$ cat src/rtl/esdi_serial_xfer.sv
// esdi_serial_xfer: ESDI serial command/status engine.
// Sends a parity-protected command word, then reads back status words.
module esdi_serial_xfer #(
  parameter  int DATA_BITS      = 16,
  parameter  int MAX_STATUS     = 4,
  parameter  int SYNC_STAGES    = 2,
  parameter  int SETUP_CYCLES   = 4,
  parameter  int TIMEOUT_CYCLES = 65535,
  localparam int NW = $clog2(MAX_STATUS + 1)
) (
  input  logic                 clk,
  input  logic                 rst,
  input  logic                 cmd_valid,
  output logic                 cmd_ready,
  input  logic [DATA_BITS-1:0] cmd_data,
  input  logic [NW-1:0]        cmd_nstatus,
  output logic                 status_valid,
  output logic [DATA_BITS-1:0] status_data,
  output logic                 status_parity_err,
  output logic                 done,
  output logic                 timeout_err,
  output logic                 busy,
  output logic                 esdi_transfer_req,
  output logic                 esdi_command_data,
  input  logic                 esdi_transfer_ack,
  input  logic                 esdi_confstat_data
);
  localparam int BW = $clog2(DATA_BITS + 2);
  localparam int CW = $clog2(TIMEOUT_CYCLES + SETUP_CYCLES + 1);

  typedef enum logic [3:0] {
    IDLE, C_SETUP, C_ACKH, C_ACKL,
    S_START, S_REQ, S_ACKH, S_ACKL, DONE
  } state_t;

  state_t                 state;
  logic [SYNC_STAGES-1:0] ack_q;
  logic [SYNC_STAGES-1:0] cst_q;
  logic                   ack_s;
  logic                   cst_s;
  logic [DATA_BITS:0]     sh;
  logic [DATA_BITS:0]     rx;
  logic [BW-1:0]          bitcnt;
  logic [NW-1:0]          wordcnt;
  logic [NW-1:0]          nstat;
  logic [NW-1:0]          nclamp;
  logic [CW-1:0]          cnt;
  logic                   waiting;
  logic                   expired;

  assign ack_s  = ack_q[SYNC_STAGES-1];
  assign cst_s  = cst_q[SYNC_STAGES-1];
  assign nclamp = (cmd_nstatus > NW'(MAX_STATUS)) ?
                  NW'(MAX_STATUS) : cmd_nstatus;

  // Bring the drive's asynchronous ack and data into the clk domain.
  always_ff @(posedge clk or posedge rst) begin
    if (rst) begin
      ack_q <= '0;
      cst_q <= '0;
    end else begin
      ack_q <= {ack_q[SYNC_STAGES-2:0], esdi_transfer_ack};
      cst_q <= {cst_q[SYNC_STAGES-2:0], esdi_confstat_data};
    end
  end

  // Flag handshake states still waiting on the drive's ack edge.
  always_comb begin
    waiting = 1'b0;
    case (state)
      C_ACKH, S_ACKH: waiting = !ack_s;
      C_ACKL, S_ACKL: waiting = ack_s;
      default:        waiting = 1'b0;
    endcase
  end

  assign expired = waiting && (cnt == CW'(TIMEOUT_CYCLES - 1));

  // Transfer sequencer; every output is a flop so the pins never glitch.
  always_ff @(posedge clk or posedge rst) begin
    if (rst) begin
      state             <= IDLE;
      sh                <= '0;
      rx                <= '0;
      bitcnt            <= '0;
      wordcnt           <= '0;
      nstat             <= '0;
      cnt               <= '0;
      cmd_ready         <= 1'b1;
      status_valid      <= 1'b0;
      status_data       <= '0;
      status_parity_err <= 1'b0;
      done              <= 1'b0;
      timeout_err       <= 1'b0;
      busy              <= 1'b0;
      esdi_transfer_req <= 1'b0;
      esdi_command_data <= 1'b0;
    end else begin
      status_valid      <= 1'b0;
      status_parity_err <= 1'b0;
      done              <= 1'b0;
      timeout_err       <= 1'b0;
      if (expired) begin
        esdi_transfer_req <= 1'b0;
        esdi_command_data <= 1'b0;
        timeout_err       <= 1'b1;
        cmd_ready         <= 1'b1;
        busy              <= 1'b0;
        cnt               <= '0;
        state             <= IDLE;
      end else begin
        case (state)
          IDLE: begin
            if (cmd_valid) begin
              sh                <= {cmd_data, ~^cmd_data};
              esdi_command_data <= cmd_data[DATA_BITS-1];
              nstat             <= nclamp;
              bitcnt            <= '0;
              wordcnt           <= '0;
              cnt               <= '0;
              cmd_ready         <= 1'b0;
              busy              <= 1'b1;
              state             <= C_SETUP;
            end
          end
          C_SETUP: begin
            if (cnt == CW'(SETUP_CYCLES - 1)) begin
              esdi_transfer_req <= 1'b1;
              cnt               <= '0;
              state             <= C_ACKH;
            end else begin
              cnt <= cnt + 1'b1;
            end
          end
          C_ACKH: begin
            if (ack_s) begin
              esdi_transfer_req <= 1'b0;
              cnt               <= '0;
              state             <= C_ACKL;
            end else begin
              cnt <= cnt + 1'b1;
            end
          end
          C_ACKL: begin
            if (!ack_s) begin
              sh     <= {sh[DATA_BITS-1:0], 1'b0};
              bitcnt <= bitcnt + 1'b1;
              cnt    <= '0;
              if (bitcnt == BW'(DATA_BITS)) begin
                esdi_command_data <= 1'b0;
                state <= (nstat != '0) ? S_START : DONE;
              end else begin
                esdi_command_data <= sh[DATA_BITS-1];
                state             <= C_SETUP;
              end
            end else begin
              cnt <= cnt + 1'b1;
            end
          end
          S_START: begin
            esdi_command_data <= 1'b0;
            wordcnt           <= wordcnt + 1'b1;
            bitcnt            <= '0;
            cnt               <= '0;
            state             <= S_REQ;
          end
          S_REQ: begin
            esdi_transfer_req <= 1'b1;
            cnt               <= '0;
            state             <= S_ACKH;
          end
          S_ACKH: begin
            if (ack_s) begin
              rx                <= {rx[DATA_BITS-1:0], cst_s};
              esdi_transfer_req <= 1'b0;
              bitcnt            <= bitcnt + 1'b1;
              cnt               <= '0;
              state             <= S_ACKL;
            end else begin
              cnt <= cnt + 1'b1;
            end
          end
          S_ACKL: begin
            if (!ack_s) begin
              cnt <= '0;
              if (bitcnt == BW'(DATA_BITS + 1)) begin
                status_data       <= rx[DATA_BITS:1];
                status_parity_err <= ~^rx;
                status_valid      <= 1'b1;
                state <= (wordcnt < nstat) ? S_START : DONE;
              end else begin
                state <= S_REQ;
              end
            end else begin
              cnt <= cnt + 1'b1;
            end
          end
          DONE: begin
            done      <= 1'b1;
            cmd_ready <= 1'b1;
            busy      <= 1'b0;
            cnt       <= '0;
            state     <= IDLE;
          end
          default: state <= IDLE;
        endcase
      end
    end
  end
endmodule

$ cat config.mk
export PLATFORM = sky130hd
export DESIGN_NAME = esdi_serial_xfer
export DESIGN_NICKNAME = d
export VERILOG_FILES = /design/src/rtl/esdi_serial_xfer.sv
export SDC_FILE = /design/constraint.sdc
export NUM_CORES = 1
export LEC_CHECK = 0
export ABC_AREA = 1
export BUFFER_PORTS_ARGS = -buffer_cell sky130_fd_sc_hd__buf_2
export CORE_MARGIN = 5
export CORE_UTILIZATION = 53
export CTS_CLUSTER_DIAMETER = 60
export DETAILED_ROUTE_END_ITERATION = 10
export HOLD_SLACK_MARGIN = 0.08
export PLACE_DENSITY = 0.83
export SLEW_MARGIN = 25
export SYNTH_ARGS = -nofsm -noshare
export SYNTH_HDL_FRONTEND = slang
export SYNTH_SLANG_ARGS = --single-unit
$ cat constraint.sdc
create_clock -name clk -period 3.2 [get_ports clk]
set_input_delay 0.32 -clock clk [delete_from_list [all_inputs] [get_ports clk]]
set_output_delay 0.32 -clock clk [all_outputs]
set_load 0.01 [all_outputs]
---- Word level (Yosys, flattened, before mapping) ----
Index checks and enable logic that the tools add are counted.
word-level totals
  output and inout port bits .............. 24
  register bits ........................... 93
  word-level logic and storage cells ...... 129
  input port bits ......................... 24
cells by class
  add/subtract/negate cells ............... 3
  muxes and demuxes ....................... 55
  bitwise gates (word level) .............. 2
  eq/ne operators ......................... 22
  order comparisons ....................... 2
  reductions and logical operators ........ 27
operators with widths
  operator                 number
  $mux W17                 5
  $pmux W17 S5             1
  $mux W4                  11
  $mux W16                 2
  $pmux W16 S2             1
  $pmux W4 S8              1
  $mux W1                  22
  $pmux W5 S4              1
  $ne A3 B3 Y1 const B     6
  $add A17 B1 Y17 const B  1
  $eq A17 B16 Y1 const B   1
  $eq A17 B2 Y1 const B    1
  $reduce_xnor A17 Y1      1
  $eq A4 B3 Y1 const B     4
  $reduce_xnor A16 Y1      1
  $mux W5                  3
  $reduce_and A3 Y1        5
  $reduce_bool A4 Y1       3
  $eq A5 B5 Y1 const B     2
  $eq A4 B2 Y1 const B     2
  $reduce_and A4 Y1        2
  $mux W3                  2
  $ne A2 B2 Y1 const B     3
  $pmux W1 S2              3
  21 further kinds         27

---- Longest topological paths before layout ----
  depth after elaboration ................. 6
  depth in mapped cells ................... 12
  gate-level depth less buffers ........... 12

---- Least setup slack after synthesis ----
Ideal clock, no wire load.
  path type ............................... register -> register
  start ................................... reg cnt[0]
  end ..................................... reg sh[5]
  library setup time ...................... 0.117 ns
  path buffers ............................ 1
  clock period less this slack ............ 1.490 ns
  required time ........................... 3.083 ns
  data arrival time ....................... 1.372 ns
  stages on the path, launching flop included .. 11
  path slack .............................. 1.710 ns
  path through ............................ dfrtp_1 > inv_1 > ha_1 > nand4_1 > nor2_1 > nand3_4 > nand2_4 > nor2_4 > buf_6 > nand2_1 > o21ai_2
between the ends
  word-level cells in the longest chain between the ends .. 4
RTL lines
  item                                RTL line  RTL
  start: declaration                  47        logic [CW-1:0] cnt;
  start signal: assignment            132       cnt <= cnt + 1'b1;
  start signal: assignment            141       cnt <= cnt + 1'b1;
  start signal: assignment            157       cnt <= cnt + 1'b1;
  $eq A17 B16 Y1                      77        assign expired = waiting && (cnt == CW'(TIMEOUT_CYCLES - 1));
  $logic_and A1 B1 Y1                 77
  $not A1 Y1 (no source line)         n/a
  $reduce_and A4 Y1 (no source line)  n/a
  end signal: assignment              115       sh <= {cmd_data, ~^cmd_data};
  end signal: assignment              146       sh <= {sh[DATA_BITS-1:0], 1'b0};
  end: declaration                    41        logic [DATA_BITS:0] sh;
No other way between the ends.
A chain may end at the register's enable or synchronous reset.

---- Final worst setup path ----
  start ................................... reg state[0]
  end ..................................... reg sh[11]
between the ends
  word-level cells in the longest chain between the ends .. 6
  elaborated cells on any way between the ends .. 15
  classes of those cells .................. eq/ne (6); mux (2); bitwise (1); reduce/logical (6)
RTL lines
  item                                  RTL line  RTL
  start: declaration                    36        state_t state;
  start signal: assignment              151       state <= (nstat != '0) ? S_START : DONE;
  start signal: assignment              190       state <= (wordcnt < nstat) ? S_START : DONE;
  $eq A4 B2 Y1 (tied with other cells)  70, 112
  $reduce_or A2 Y1 (no source line)     n/a
  $pmux W1 S2                           70        case (state)
  $logic_and A1 B1 Y1                   77
  $not A1 Y1 (no source line)           n/a
  $reduce_and A4 Y1 (no source line)    n/a
Several ways; a longest one is shown, not always the timed one.

==> results.md <==
* Status: finished, final reports clean
* Top layer in use: met4
* Starting Density at 0.542
* DP Area at 0.00592 mm^2
* LEAKAGE at 3.21 nW
* Routed vias at 4,792
* Drt first pass iters at 5
* IO Pins at 48
* Largest net degree at the start of global routing at 52
* Post-synthesis sequential area ratio at 0.418
* Port Buffers at 47
* FF-to-FF setup slack at 0.80 ns
* Total power at 4.10 mW
* Tot GR Track Use at 0.185
* Die area at 0.0127 mm^2
* Wire per inst at 11.5 um
* Hold Slack at 0.0286 ns
* YS warnings at 0
* Crit path required time at 3.50 ns
* Fmax achieved at 417 MHz
* Post-synth top area cell: dfrtp_1
* H-tree depth at 3
* Synth top area share at 0.413
* Commonest non-fill, non-tap cell in the layout: nand2_1
* Post-synthesis adder-cell area fraction at 0.0180
* Routability congestion estimate from global placement at 0.919
* Netlist cell types at 37
* Synth Area in XOR/XNOR at 0.0189
* Met1 Wirelength at 5300 um
* CTS Sinks at 93
* Filler Cell Count at 965
* Crit path capture type: flop
* Max clock buf depth at 2
* Die height at 113 um
* Final period util at 0.749
* WS Path Type: flop to flop
* Met2 WL at 5240 um
* Clock share of power at 0.202
* Share of post-route cells with drive strength above 1 at 0.154
* Sequential fraction of design power at 0.373
* Area contributors post-synth: dfrtp_1 41%, nand2_1 18%, inv_1 6.7%, nand3_1 4.4%, o21ai_0 4.3%
* Routed met3 length at 416 um
* RSZ-0062 raised after global routing: false
* Power density over the cells at 667 mW/mm^2
* Critical path arrival at 2.69 ns
* Commonest cells after routing, fill and taps aside: 273 x nand2_1, 98 x inv_1, 92 x dfrtp_1
* Core ar. at 0.0103 mm^2
* Internal power at 2.36 mW
* Final-stage net count at 854
* Worst Max-Slew Pin Slew at 0.950 ns
* NetSw at 1.74 mW
* CTS tree: done
* Largest family of logic cells by synthesized area: simple AND/OR/NAND/NOR gates
* Worst min path class: input port to asynchronous set/reset pin
* Sw Ratio at 0.425
* # Max-Cap Violations at 0
* Final instance count without filler cells at 963
* CP Max Fanout at 34
* Post-synthesis mux area share at 0
* Row count at 37
* Area delta synth->final at 10.3%
* Initial antenna violation count at 0
* Final setup viols at 0
* Post-Synthesis Cells at 775
* Setup TNS at 0 ns
* Grt ovf at 0
* Total inserted antenna cells at 0
* Detail Placement HPWL at 8290 um
* Syn avg cell area at 7.19 um^2
* VDD IR max at 0.434 mV
* Via/cell ratio at 4.98
* Design area at 0.00614 mm^2
* Width of the chip at 113 um
* Post-Synth Simple-Gate Area at 0.341
* First-pass GRT wire length at 19,800 um
* Root Buffer Master: clkbuf_8
* Slew HR at 0.365
* Mapped Area at 0.00557 mm^2
* Clock Skew at 0.0149 ns
* Num CTS Buffers at 9
* Logic pwr share at 0.425
* Initial DRC Count at 249
* Clock Latency Late Sink at 0.37 ns
* Vias in the first global route at 4,512
* Min Clock Period, post-route at 2.40 ns
* Max-slew violation count at 0
* DRC viols at 0
* Final ANT Viol Nets at 0
* CP Launch Type: flop
* Final hold viol count at 0
* Total wire length at 11,100 um
* Yosys reg bits at 93
* Synth Net Count at 807
* Cell Count Post-Placement at 945
* Clock slew at reported path FFs at 0.09 ns
* Synth Area in Compound Gates at 0.115
## final cells by class
type / instances / area (um^2) / area share
inverter: 105 / 397 / 0.0645
clock buffer: 11 / 141 / 0.0230
sequential: 93 / 2330 / 0.379
tap: 136 / 170 / 0.0277
timing repair buffer: 53 / 298 / 0.0485
clock inverter: 5 / 65.1 / 0.0106
multi-input combinational: 560 / 2750 / 0.447
## cell usage after synthesis (all sizes together)
cell / count
dfstp: 1
a21boi: 1
xnor2: 5
a22o: 1
buf: 8
xor2: 7
clkbuf: 9
ha: 8
a21oi: 20
o21bai: 2
nand4: 16
dfrtp: 92
o211ai: 2
nand3: 53
o32ai: 2
a22oi: 1
o21ai: 76
o22ai: 1
nand2: 295
inv: 105
o31ai: 1
nor2: 63
nor3: 4
o211a: 1
nand3b: 1
## cell families after synthesis
family,Yosys count
and+or+nand+nor,432
buffers and inverters,122
AOI/OAI and AO/OA,108
DFF,93
xor gates and xnor gates,12
adders and majority gates,8
## worst paths after layout
check,from,end,cells after the start
max,state[0],sh[11],9
min,rst,sh[6],2
max reg2reg,state[0],sh[11],9
min reg2reg,cst_q[0],cst_q[1],0
max in group asynchronous,rst,bitcnt[2],3
min in group clk,cmd_nstatus[1],nstat[1],3
## critical path, cell delays in order (launching register included)
cell and delay (ns):
dfrtp_1 0.51, nand2_4 0.12, inv_2 0.08, nand2_2 0.31
o21ai_2 0.25, inv_2 0.07, nor2_4 0.62, buf_4 0.26
nand2_2 0.05, o21ai_2 0.05
## metal layers
metal,global-route usage,up-vias
li1,-,2544
met1,0.250,2156
met2,0.306,76
met3,0.0313,16
met4,0.0569,0
met5,0,-
## power groups by stage
stage / registers (mW) / clock network [mW] / logic (mW)
final: 1.53 / 0.829 / 1.74
after CTS: 1.53 / 0.852 / 1.76
after floorplan: 1.53 / 0 / 1.46
after global routing: 1.56 / 0.900 / 2.00
after global placement: 1.54 / 0 / 1.71
after detailed placement: 1.55 / 0 / 1.74
## registers in the layout, summed over array words and instances (netlist names), 2 cells and up
register     cells
cnt             17
rx              17
sh              16
status_data     16
bitcnt           5
state            4
nstat            3
wordcnt          3
ack_q            2
cst_q            2
## metrics by stage
stage | setup slack [ns] | utilization
global route | 0.564 | 0.598
finish | 0.804 | 0.598
global placement | 0.866 | 0.576
CTS | 0.778 | 0.598
floorplan | 0.461 | -
detailed placement | 0.819 | 0.576
## timing repair
action                    4_1_cts  5_1_grt
setup buffers                   0        0
gates resized for setup         0        0
hold buffers                    2        0
hold endpoints to repair        2        0
Power figures use the tool's default switching activity.
